### src/rtl/mag_ctrl_pwm_if.sv
// rtl/mag_ctrl_pwm_if.sv - front-panel / magnetron-driver signal bundle for mag_ctrl_pwm
//
// Ports (master = panel/bench side, slave = controller side):
//   startn, stopn, clearn  active-low panel requests
//   door_closed            door interlock, 1 = closed
//   timer_done             cook timer expired (level)
//   power_level[PWR_W]     requested power, sampled on start
//   mag_on, s, r           magnetron drive and legacy SR pair
//   timer_run, done        cook timer enable, cook complete flag
//   state[2]               00 IDLE, 01 COOK, 10 PAUSED, 11 DONE
interface mag_ctrl_pwm_if #(
    parameter int PWR_W = 4
);
    logic             startn;
    logic             stopn;
    logic             clearn;
    logic             door_closed;
    logic             timer_done;
    logic [PWR_W-1:0] power_level;
    logic             mag_on;
    logic             s;
    logic             r;
    logic             timer_run;
    logic             done;
    logic [1:0]       state;

    modport master (
        output startn, stopn, clearn, door_closed, timer_done, power_level,
        input  mag_on, s, r, timer_run, done, state
    );

    modport slave (
        input  startn, stopn, clearn, door_closed, timer_done, power_level,
        output mag_on, s, r, timer_run, done, state
    );
endinterface

### src/rtl/mag_ctrl_pwm.sv
// rtl/mag_ctrl_pwm.sv - magnetron controller FSM with power-level PWM
//
// Purpose: IDLE/COOK/PAUSED/DONE controller gating a PWM of 2^PWR_W-1 steps,
// each PRESCALE clocks long, onto the magnetron drive; keeps the legacy s/r pair.
// Optional feature macro: MAG_COOLDOWN_EN (minimum magnetron off-time of
// COOL_CYCLES after a state exit turns the magnetron off).
//
// Ports:
//   clk  system clock
//   rst  synchronous active-high reset
//   bus  mag_ctrl_pwm_if.slave (panel inputs in, drive/status outputs out)
module mag_ctrl_pwm #(
    parameter int PWR_W       = 4,
    parameter int PRESCALE    = 8,
    parameter int COOL_CYCLES = 64
) (
    input  logic           clk,
    input  logic           rst,
    mag_ctrl_pwm_if.slave  bus
);
    typedef enum logic [1:0] {
        IDLE   = 2'b00,
        COOK   = 2'b01,
        PAUSED = 2'b10,
        DONE   = 2'b11
    } state_t;

    localparam int STEPS = (1 << PWR_W) - 1;
    localparam int PRE_W = (PRESCALE > 1) ? $clog2(PRESCALE) : 1;
    localparam logic [PRE_W-1:0] PRE_MAX  = PRE_W'(PRESCALE - 1);
    localparam logic [PWR_W-1:0] STEP_MAX = PWR_W'(STEPS - 1);

    generate
        if (PRESCALE < 1 || COOL_CYCLES < 1 || PWR_W < 1) begin : g_bad_params
            $error("mag_ctrl_pwm: PRESCALE, COOL_CYCLES and PWR_W must be >= 1");
        end
    endgenerate

    state_t           state_q, state_d;
    logic [PWR_W-1:0] level_q, level_d;
    logic [PRE_W-1:0] pre_q, pre_d;
    logic [PWR_W-1:0] step_q, step_d;
    logic             startn_q, startn_d;
    logic             mag_on_q, mag_on_d;
    logic             s_q, r_q;
    logic             timer_run_q, done_q;
    logic             start_evt;
    logic             start_ok;
    logic             pwm_hold;
    logic             mag_block;

`ifdef MAG_COOLDOWN_EN
    localparam int COOL_W = $clog2(COOL_CYCLES + 1);
    logic [COOL_W-1:0] cool_q, cool_d;
`endif

    always_comb begin
        startn_d  = bus.startn;
        start_evt = startn_q & ~bus.startn;
        // start only wins when no higher-priority event is active this cycle
        start_ok  = bus.clearn && bus.door_closed && bus.stopn &&
                    !bus.timer_done && start_evt;

        state_d = state_q;
        level_d = level_q;
        case (state_q)
            IDLE: begin
                if (start_ok && bus.power_level != '0) begin
                    state_d = COOK;
                    level_d = bus.power_level;
                end
            end
            COOK: begin
                if (!bus.clearn)                          state_d = IDLE;
                else if (!bus.door_closed || !bus.stopn)  state_d = PAUSED;
                else if (bus.timer_done)                  state_d = DONE;
            end
            PAUSED: begin
                if (!bus.clearn)   state_d = IDLE;
                else if (start_ok) state_d = COOK;
            end
            DONE: begin
                if (!bus.clearn || start_ok) state_d = IDLE;
            end
            default: state_d = IDLE;
        endcase

`ifdef MAG_COOLDOWN_EN
        // Loaded with COOL_CYCLES on the exit edge; the drive stays blocked while
        // the count is above 1, and the PWM is frozen until it reaches 0 so the
        // first permitted on-cycle starts a full step 0.
        cool_d = (cool_q != '0) ? cool_q - 1'b1 : '0;
        if (mag_on_q && state_q == COOK && state_d != COOK)
            cool_d = COOL_W'(COOL_CYCLES);
        pwm_hold  = (cool_q != '0);
        mag_block = (cool_q > COOL_W'(1));
`else
        pwm_hold  = 1'b0;
        mag_block = 1'b0;
`endif

        // Counters run only while staying in COOK; entry and every other state clear them.
        pre_d  = '0;
        step_d = '0;
        if (state_q == COOK && state_d == COOK && !pwm_hold) begin
            if (pre_q == PRE_MAX) begin
                step_d = (step_q == STEP_MAX) ? '0 : step_q + 1'b1;
            end else begin
                pre_d  = pre_q + 1'b1;
                step_d = step_q;
            end
        end

        mag_on_d = (state_d == COOK) && (step_d < level_d) && !mag_block;
    end

    always_ff @(posedge clk) begin
        if (rst) begin
            state_q     <= IDLE;
            level_q     <= '0;
            pre_q       <= '0;
            step_q      <= '0;
            startn_q    <= 1'b1;
            mag_on_q    <= 1'b0;
            s_q         <= 1'b0;
            r_q         <= 1'b1;
            timer_run_q <= 1'b0;
            done_q      <= 1'b0;
`ifdef MAG_COOLDOWN_EN
            cool_q      <= '0;
`endif
        end else begin
            state_q     <= state_d;
            level_q     <= level_d;
            pre_q       <= pre_d;
            step_q      <= step_d;
            startn_q    <= startn_d;
            mag_on_q    <= mag_on_d;
            s_q         <= mag_on_d;
            r_q         <= ~mag_on_d;
            timer_run_q <= (state_d == COOK);
            done_q      <= (state_d == DONE);
`ifdef MAG_COOLDOWN_EN
            cool_q      <= cool_d;
`endif
        end
    end

    assign bus.mag_on    = mag_on_q;
    assign bus.s         = s_q;
    assign bus.r         = r_q;
    assign bus.timer_run = timer_run_q;
    assign bus.done      = done_q;
    assign bus.state     = state_q;
endmodule

### src/flat_wrapper.sv
// flat-port wrapper written by rule: the top's interface ports become plain ports
module mag_ctrl_pwm_flat 
#(
    parameter int PWR_W       = 4,
    parameter int PRESCALE    = 8,
    parameter int COOL_CYCLES = 64
)
  (clk, rst, bus_startn, bus_stopn, bus_clearn, bus_door_closed, bus_timer_done, bus_power_level, bus_mag_on, bus_s, bus_r, bus_timer_run, bus_done, bus_state);
  mag_ctrl_pwm_if #(.PWR_W(PWR_W)) bus_i ();
  input  logic clk;
  input  logic rst;
  input wire logic [$bits(bus_i.startn)-1:0] bus_startn;
  input wire logic [$bits(bus_i.stopn)-1:0] bus_stopn;
  input wire logic [$bits(bus_i.clearn)-1:0] bus_clearn;
  input wire logic [$bits(bus_i.door_closed)-1:0] bus_door_closed;
  input wire logic [$bits(bus_i.timer_done)-1:0] bus_timer_done;
  input wire logic [$bits(bus_i.power_level)-1:0] bus_power_level;
  output wire logic [$bits(bus_i.mag_on)-1:0] bus_mag_on;
  output wire logic [$bits(bus_i.s)-1:0] bus_s;
  output wire logic [$bits(bus_i.r)-1:0] bus_r;
  output wire logic [$bits(bus_i.timer_run)-1:0] bus_timer_run;
  output wire logic [$bits(bus_i.done)-1:0] bus_done;
  output wire logic [$bits(bus_i.state)-1:0] bus_state;
  assign bus_i.startn = bus_startn;
  assign bus_i.stopn = bus_stopn;
  assign bus_i.clearn = bus_clearn;
  assign bus_i.door_closed = bus_door_closed;
  assign bus_i.timer_done = bus_timer_done;
  assign bus_i.power_level = bus_power_level;
  assign bus_mag_on = bus_i.mag_on;
  assign bus_s = bus_i.s;
  assign bus_r = bus_i.r;
  assign bus_timer_run = bus_i.timer_run;
  assign bus_done = bus_i.done;
  assign bus_state = bus_i.state;
  mag_ctrl_pwm #(.PWR_W(PWR_W), .PRESCALE(PRESCALE), .COOL_CYCLES(COOL_CYCLES)) u_core (.clk(clk), .rst(rst), .bus(bus_i));
endmodule
### config.mk
export PLATFORM = sky130hd
export DESIGN_NAME = mag_ctrl_pwm_flat
export DESIGN_NICKNAME = d
export VERILOG_FILES = /design/src/rtl/mag_ctrl_pwm_if.sv /design/src/rtl/mag_ctrl_pwm.sv /design/src/flat_wrapper.sv
export SDC_FILE = /design/constraint.sdc
export NUM_CORES = 1
export LEC_CHECK = 0
export BUFFER_PORTS_ARGS = -buffer_cell sky130_fd_sc_hd__buf_2
export CAP_MARGIN = 20
export CORE_ASPECT_RATIO = 0.5
export CORE_MARGIN = 2
export CORE_UTILIZATION = 30
export CTS_CLUSTER_DIAMETER = 50
export CTS_CLUSTER_SIZE = 20
export DETAILED_ROUTE_END_ITERATION = 8
export HOLD_SLACK_MARGIN = 0.02
export PLACE_DENSITY = 0.49
export SYNTH_ARGS = -nofsm -noshare
export SYNTH_HDL_FRONTEND = slang
export SYNTH_SLANG_ARGS = --single-unit
### constraint.sdc
create_clock -name clk -period 5.26 [get_ports clk]
set_clock_uncertainty 0.2 [all_clocks]
set_input_delay 1.052 -clock clk [delete_from_list [all_inputs] [get_ports clk]]
set_output_delay 1.052 -clock clk [all_outputs]
set_load 0.02 [all_outputs]
==> Yosys cells after proc, flatten, opt, wreduce, memory -nomap -nowiden <==
Index checks and enable logic that the tools add are counted.
{ "word_totals": {"reg_bits": 18, "word_cells": 52, "inputBits": 11} }
{ "op_classes": {"n_lt_le_gt_ge": 1, "reduce_logical": 16, "eq_ne": 7, "n_mux": 13, "n_addsub": 2, "bitwise": 4} }
{ "ops": {"columns": ["cell", "count"], "rows": [
  ["$mux W4", 5],
  ["$mux W2", 7],
  ["$pmux W2 S4", 1],
  ["$logic_and A1 B1 Y1", 7],
  ["$eq A2 B2 Y1 const B", 3],
  ["$add A4 B1 Y4 const B", 1],
  ["$eq A2 B1 Y1 const B", 2],
  ["$eq A4 B4 Y1 const B", 1],
  ["$logic_not A1 Y1", 4],
  ["$lt A4 B4 Y1", 1],
  ["$reduce_bool A4 Y1", 1],
  ["$add A3 B1 Y3 const B", 1],
  ["$eq A3 B3 Y1 const B", 1],
  ["$not A1 Y1", 3],
  ["$reduce_or A3 Y1", 1],
  ["$logic_not A2 Y1", 1],
  ["$logic_or A1 B1 Y1", 2],
  ["$and A1 B1 Y1", 1]
]} }

==> Depth between registers and ports, before layout <==
{ "depth": {"ltp_word": 13, "mapped_depth": 12} }

==> Worst setup path after synthesis <==
No wires, ideal clock.
{ "synth_path": {"path_kind": "input to register", "startpoint": "input bus_power_level[1]", "endpoint": "register u_core.mag_on_q (netlist: u_core.bus.mag_on)", "arrival_ns": 2.756, "stages": 8, "path_buffers": 0, "path_slack_ns": 2.187, "required_ns": 4.943, "setup_ns": 0.117, "cell_sequence": "nor4_1 nor4b_4 mux2i_1 ha_1 o21a_1 nand2_1 a311o_1 and4b_1"} }
{ "synth_between": {"elab_chain_len": 9, "word_cells_on_any_way": 11, "classes_between": "order compare (1); eq/ne (1); mux (5); reduce/logical (4)"} }
{ "synth_lines": {"columns": ["element", "line", "source"], "rows": [
  ["start: declaration", "flat_wrapper.sv:17", "input wire logic [$bits(bus_i.power_level)-1:0] bus_power_level;"],
  ["$reduce_bool A4 Y1", "mag_ctrl_pwm.sv:68", "if (start_ok && bus.power_level != '0) begin"],
  ["$logic_and A1 B1 Y1", "mag_ctrl_pwm.sv:68", null],
  ["$mux W2", "mag_ctrl_pwm.sv:68", null],
  ["$pmux W2 S4", "mag_ctrl_pwm.sv:66", "case (state_q)"],
  ["$eq A2 B1 Y1", "mag_ctrl_pwm.sv:105, mag_ctrl_pwm.sv:114", null],
  ["$logic_and A1 B1 Y1", "mag_ctrl_pwm.sv:105", "if (state_q == COOK && state_d == COOK && !pwm_hold) begin"],
  ["$mux W4", "mag_ctrl_pwm.sv:105", null],
  ["$lt A4 B4 Y1", "mag_ctrl_pwm.sv:114", "mag_on_d = (state_d == COOK) && (step_d < level_d) && !mag_block;"],
  ["$logic_and A1 B1 Y1 *", "mag_ctrl_pwm.sv:114", null],
  ["end signal: assignment", "mag_ctrl_pwm.sv:138", "mag_on_q <= mag_on_d;"],
  ["end: declaration", "mag_ctrl_pwm.sv:44", "logic mag_on_q, mag_on_d;"]
]} }
Mark *: on every way between the ends. The rest lies on a longest branch, timed or not.
A chain may end at the register's enable or synchronous reset.

==> Worst setup path after layout <==
{ "layout_path": {"startpoint": "input bus_clearn", "endpoint": "register u_core.mag_on_q (netlist: u_core.bus.mag_on)"} }
{ "layout_between": {"elab_chain_len": 12, "word_cells_on_any_way": 20, "classes_between": "order compare (1); eq/ne (1); mux (9); reduce/logical (9)"} }
{ "layout_lines": {"columns": ["element", "line", "source"], "rows": [
  ["start: declaration", "flat_wrapper.sv:14", "input wire logic [$bits(bus_i.clearn)-1:0] bus_clearn;"],
  ["$logic_and A1 B1 Y1 (3 in series)", "mag_ctrl_pwm.sv:61", "start_ok = bus.clearn && bus.door_closed && bus.stopn &&"],
  ["$logic_and A1 B1 Y1", "mag_ctrl_pwm.sv:62", "!bus.timer_done && start_evt;"],
  ["$mux W2, or another cell as far along", "mag_ctrl_pwm.sv:80", "else if (start_ok) state_d = COOK;"],
  ["$mux W2, on equally long branches", "mag_ctrl_pwm.sv:79, mag_ctrl_pwm.sv:68, mag_ctrl_pwm.sv:83", null],
  ["$pmux W2 S4", "mag_ctrl_pwm.sv:66", null],
  ["$eq A2 B1 Y1", "mag_ctrl_pwm.sv:105, mag_ctrl_pwm.sv:114", null],
  ["$logic_and A1 B1 Y1", "mag_ctrl_pwm.sv:105", null],
  ["$mux W4", "mag_ctrl_pwm.sv:105", null],
  ["$lt A4 B4 Y1", "mag_ctrl_pwm.sv:114", null],
  ["$logic_and A1 B1 Y1 *", "mag_ctrl_pwm.sv:114", null]
]} }
Marked as above.

==> key figures <==
Run status
  – Status: completed

Critical path
  – Worst setup SP type: primary input
  – Slowest Stage Delay on Critical Path: 460 ps
  – Worst r2r src: u_core.pre_q[0]$_SDFF_PP0_
  – Crit end category: flop
  – Buf/Inv on CP: 1
  – CP arrival: 3100 ps
  – CP Depth: 9
  – CP top delay family: simple AND/OR/NAND/NOR gates
  – FF-to-FF path depth: 10
  – CP cell instances: buf_2 > nand4b_4 > nor4b_4 > mux2i_1 > ha_1 > o21a_1 > nand2_1 > a311o_1 > and4b_1
  – Slowest CP cell: nor4b_4
  – CP required: 5200 ps
  – WS Path Type: primary input to flop
  – Critical Path Start: bus_clearn
  – Maximum fanout along the worst path: 6

Logic synthesis
  – Post-Syn Area: 931 µm²
  – Post-Synth XOR/XNOR Area: 0.941%
  – EDFF count, synth: 0
  – Yosys top cell by area: dfxtp_1
  – Post-synth top flop: dfxtp_1
  – Top post-synthesis cells by area: dfxtp_1, ha_1, nor2_1
  – Synth cell types: 35
  – Cells after synthesis: 97
  – Post-synth top area share: 38.7%
  – Largest family of logic cells by synthesized area: simple AND/OR/NAND/NOR gates
  – Seq/Total Area, Yosys: 38.7%
  – Adder-cell share of the synthesized area: 6.72%
  – Async S/R FF share, synth: 0%
  – Simple-gate portion of the synthesized area: 35.2%
  – Syn Area/Cell: 9.60 µm²
  – Post-synthesis net count: 113
  – Ys Warns: 0
  – Multiplexer area fraction after synthesis: 3.23%
  – Post-synthesis register bit count: 18
  – Compound-cell area share of the yosys netlist: 12.8%

Placed design
  – Placed Cells incl. Taps: 151
  – Place WS: 1840 ps
  – DP HPWL: 1490 µm
  – Port Buffers: 17
  – GP Congestion: 0.726

STA
  – Final hold violation count: 0
  – Hold Slack: 261 ps
  – Max Fclk: 0.316 GHz
  – Fin crit share: 60.1%
  – Final setup margin: 2100 ps
  – Relative slew slack: 59.1%
  – Final Critical Period: 3160 ps
  – Final setup violation count: 0
  – Slew Limit Fails: 0
  – Worst-margin pin slew: 607 ps
  – Fin Setup TNS: 0 ps
  – RSZ-0062 raised after global routing: no

Power and ir drop
  – Clock Power Share: 42.3%
  – PwrDens: 240 mW/mm²
  – Lkg Pwr: 0.000444 µW
  – Internal: 210 µW
  – Peak supply drop: 0.150 mV
  – P_sw: 54.6 µW
  – Combinational share of power: 5.8%
  – Sw frac: 20.6%
  – Total power: 265 µW
  – Sequential power share: 51.9%

Die
  – Die Ht: 43.4 µm
  – Core Footprint: 0.00298 mm²
  – Num ports: 18
  – Die area: 0.00359 mm²
  – Die Wd: 82.8 µm
  – Initial Util: 31.3%
  – Rows: 14

GRT
  – Grt total ovfl: 0
  – Tot GR Track Use: 12.3%
  – Vias in the first global route: 668
  – Largest net degree at the start of global routing: 11
  – First-pass GRT wire length: 3230 µm
  – Antenna violations before repair: 0

Clocking
  – Clock Root Buffer: clkbuf_8
  – Reg clk slew, reported paths: 70 ps
  – Clock latency on the worst-skew pair: 250 ps
  – CTS max path bufs: 2
  – Hold buffers post-CTS: 0
  – # Post-CTS Setup Buffers: 0
  – Num CTS Buffers: 3
  – Post-cts repair resize count: 0
  – H-tree depth: 1
  – Sink Count: 18
  – TritonCTS clock tree: done

Hold path
  – Worst hold start: u_core.pre_q[0]$_SDFF_PP0_
  – Hold Crit Depth: 1
  – Hold Crit Class: flop to flop

Drt
  – Final Routed Wirelength: 1880 µm
  – Drt wl/cell: 12.1 µm
  – DRC Markers: 0
  – Drt via density: 4.91
  – Post-route ant nets: 0
  – DRT iter0 DRCs: 12
  – Drt first pass iters: 4
  – DR vias: 761

Layout
  – Area Growth Syn to Fin: 18.8%
  – Area of the multi-input gates: 548 µm²
  – Nets@finish: 132
  – Fill count: 312
  – Share of layout cells above drive strength 1: 24.3%
  – Antenna cells: 0
  – Final Non-Filler Cells: 155
  – Register Area: 360 µm²

Run
  – Max-cap violations: 0
synth_stat cells (2+ instances only):
library cell	n
a21oi_1	5
a311o_1	2
and2_1	2
and4b_1	3
clkbuf_1	2
dfxtp_1	18
ha_1	5
inv_1	2
mux2i_1	3
nand2_1	5
nand2b_1	3
nand3_1	4
nand3b_1	2
nand4b_1	2
nor2_1	14
nor2b_1	4
o21ai_0	3
kinds of logic (layout without fill, tap and decap cells):
kind of cell	count (synthesis)	count (layout)
AOI/OAI and AO/OA	16	16
adders and majority gates	5	5
and+or+nand+nor	49	49
buffers and inverters	5	23
xor gates and xnor gates	1	1
DFF	18	18
muxes	3	3
state kept, by name (all words and copies together), names as in the netlist:
register	flops
u_core.bus.r	1
u_core.bus.done	1
u_core.bus.timer_run	1
u_core.startn_q	1
u_core.step_q	4
u_core.level_q	4
u_core.bus.state	2
u_core.bus.mag_on	1
u_core.pre_q	3
layout by cell type, fill, tap and decap left out, types with 2 or more instances in the layout:
cell type,n
nor2_1,14
a21oi_1,5
nand2b_1,3
nor2b_1,4
ha_1,5
nand2_1,5
a311o_1,2
nand3b_1,2
and2_1,2
inv_1,2
clkbuf_8,4
buf_2,17
nand3_1,4
and4b_1,3
mux2i_1,3
o21ai_0,3
nand4b_1,2
dfxtp_1,18
power groups by stage:
stage | Combinational, µW | Clock (µW) | Sequential (µW)
finish | 15.4 | 112 | 137
global route | 17.1 | 126 | 137
global placement | 15.4 | 0 | 141
floorplan | 7.66 | 0 | 141
detailed placement | 15.4 | 0 | 141
CTS | 15.4 | 116 | 137
final timing paths:
| check | slack (ps) | end |
|---|---|---|
| worst min register to register | 260 | u_core.pre_q[0]$_SDFF_PP0_ |
| worst max register to register | 2680 | u_core.bus.mag_on$_SDFF_PP0_ |
| worst max-delay path | 2100 | u_core.bus.mag_on$_SDFF_PP0_ |
| worst min-delay path | 260 | u_core.pre_q[0]$_SDFF_PP0_ |
worst reg2reg max path: stages (launching register included):
cell,delay (ps)
dfxtp_1,360
ha_1,160
ha_1,340
o211ai_1,150
a21oi_1,240
nor2_1,80
ha_1,270
o21a_1,120
nand2_1,50
a311o_1,290
and4b_1,220
metrics by stage:
stage | util (%) | cell area [µm²]
after detailed placement | 35.3 | 1050
final | 37.1 | 1110
after global placement | 35.3 | 1050
after global routing | 37.1 | 1110
after CTS | 37.1 | 1110
after floorplan | - | 931
routing by layer:
metal  vias to the layer above  part of all wire, %  global-route usage, %
met2                        19                   39                   14.8
met1                       352                   54                   19.2
li1                        390                    -                      -
met4                         0                    0                   2.30
met5                         -                    0                      0
met3                         0                  6.7                   6.04
cell type report:
| cell class | instances | area share [%] |
|---|---|---|
| timing repair buffer | 17 | 7.69 |
| sequential | 18 | 32.6 |
| tap | 40 | 4.52 |
| multi-input combinational | 74 | 49.5 |
| clock buffer | 4 | 4.98 |
| inverter | 2 | 0.679 |
Note: power is estimated with default switching activity, not from simulation.
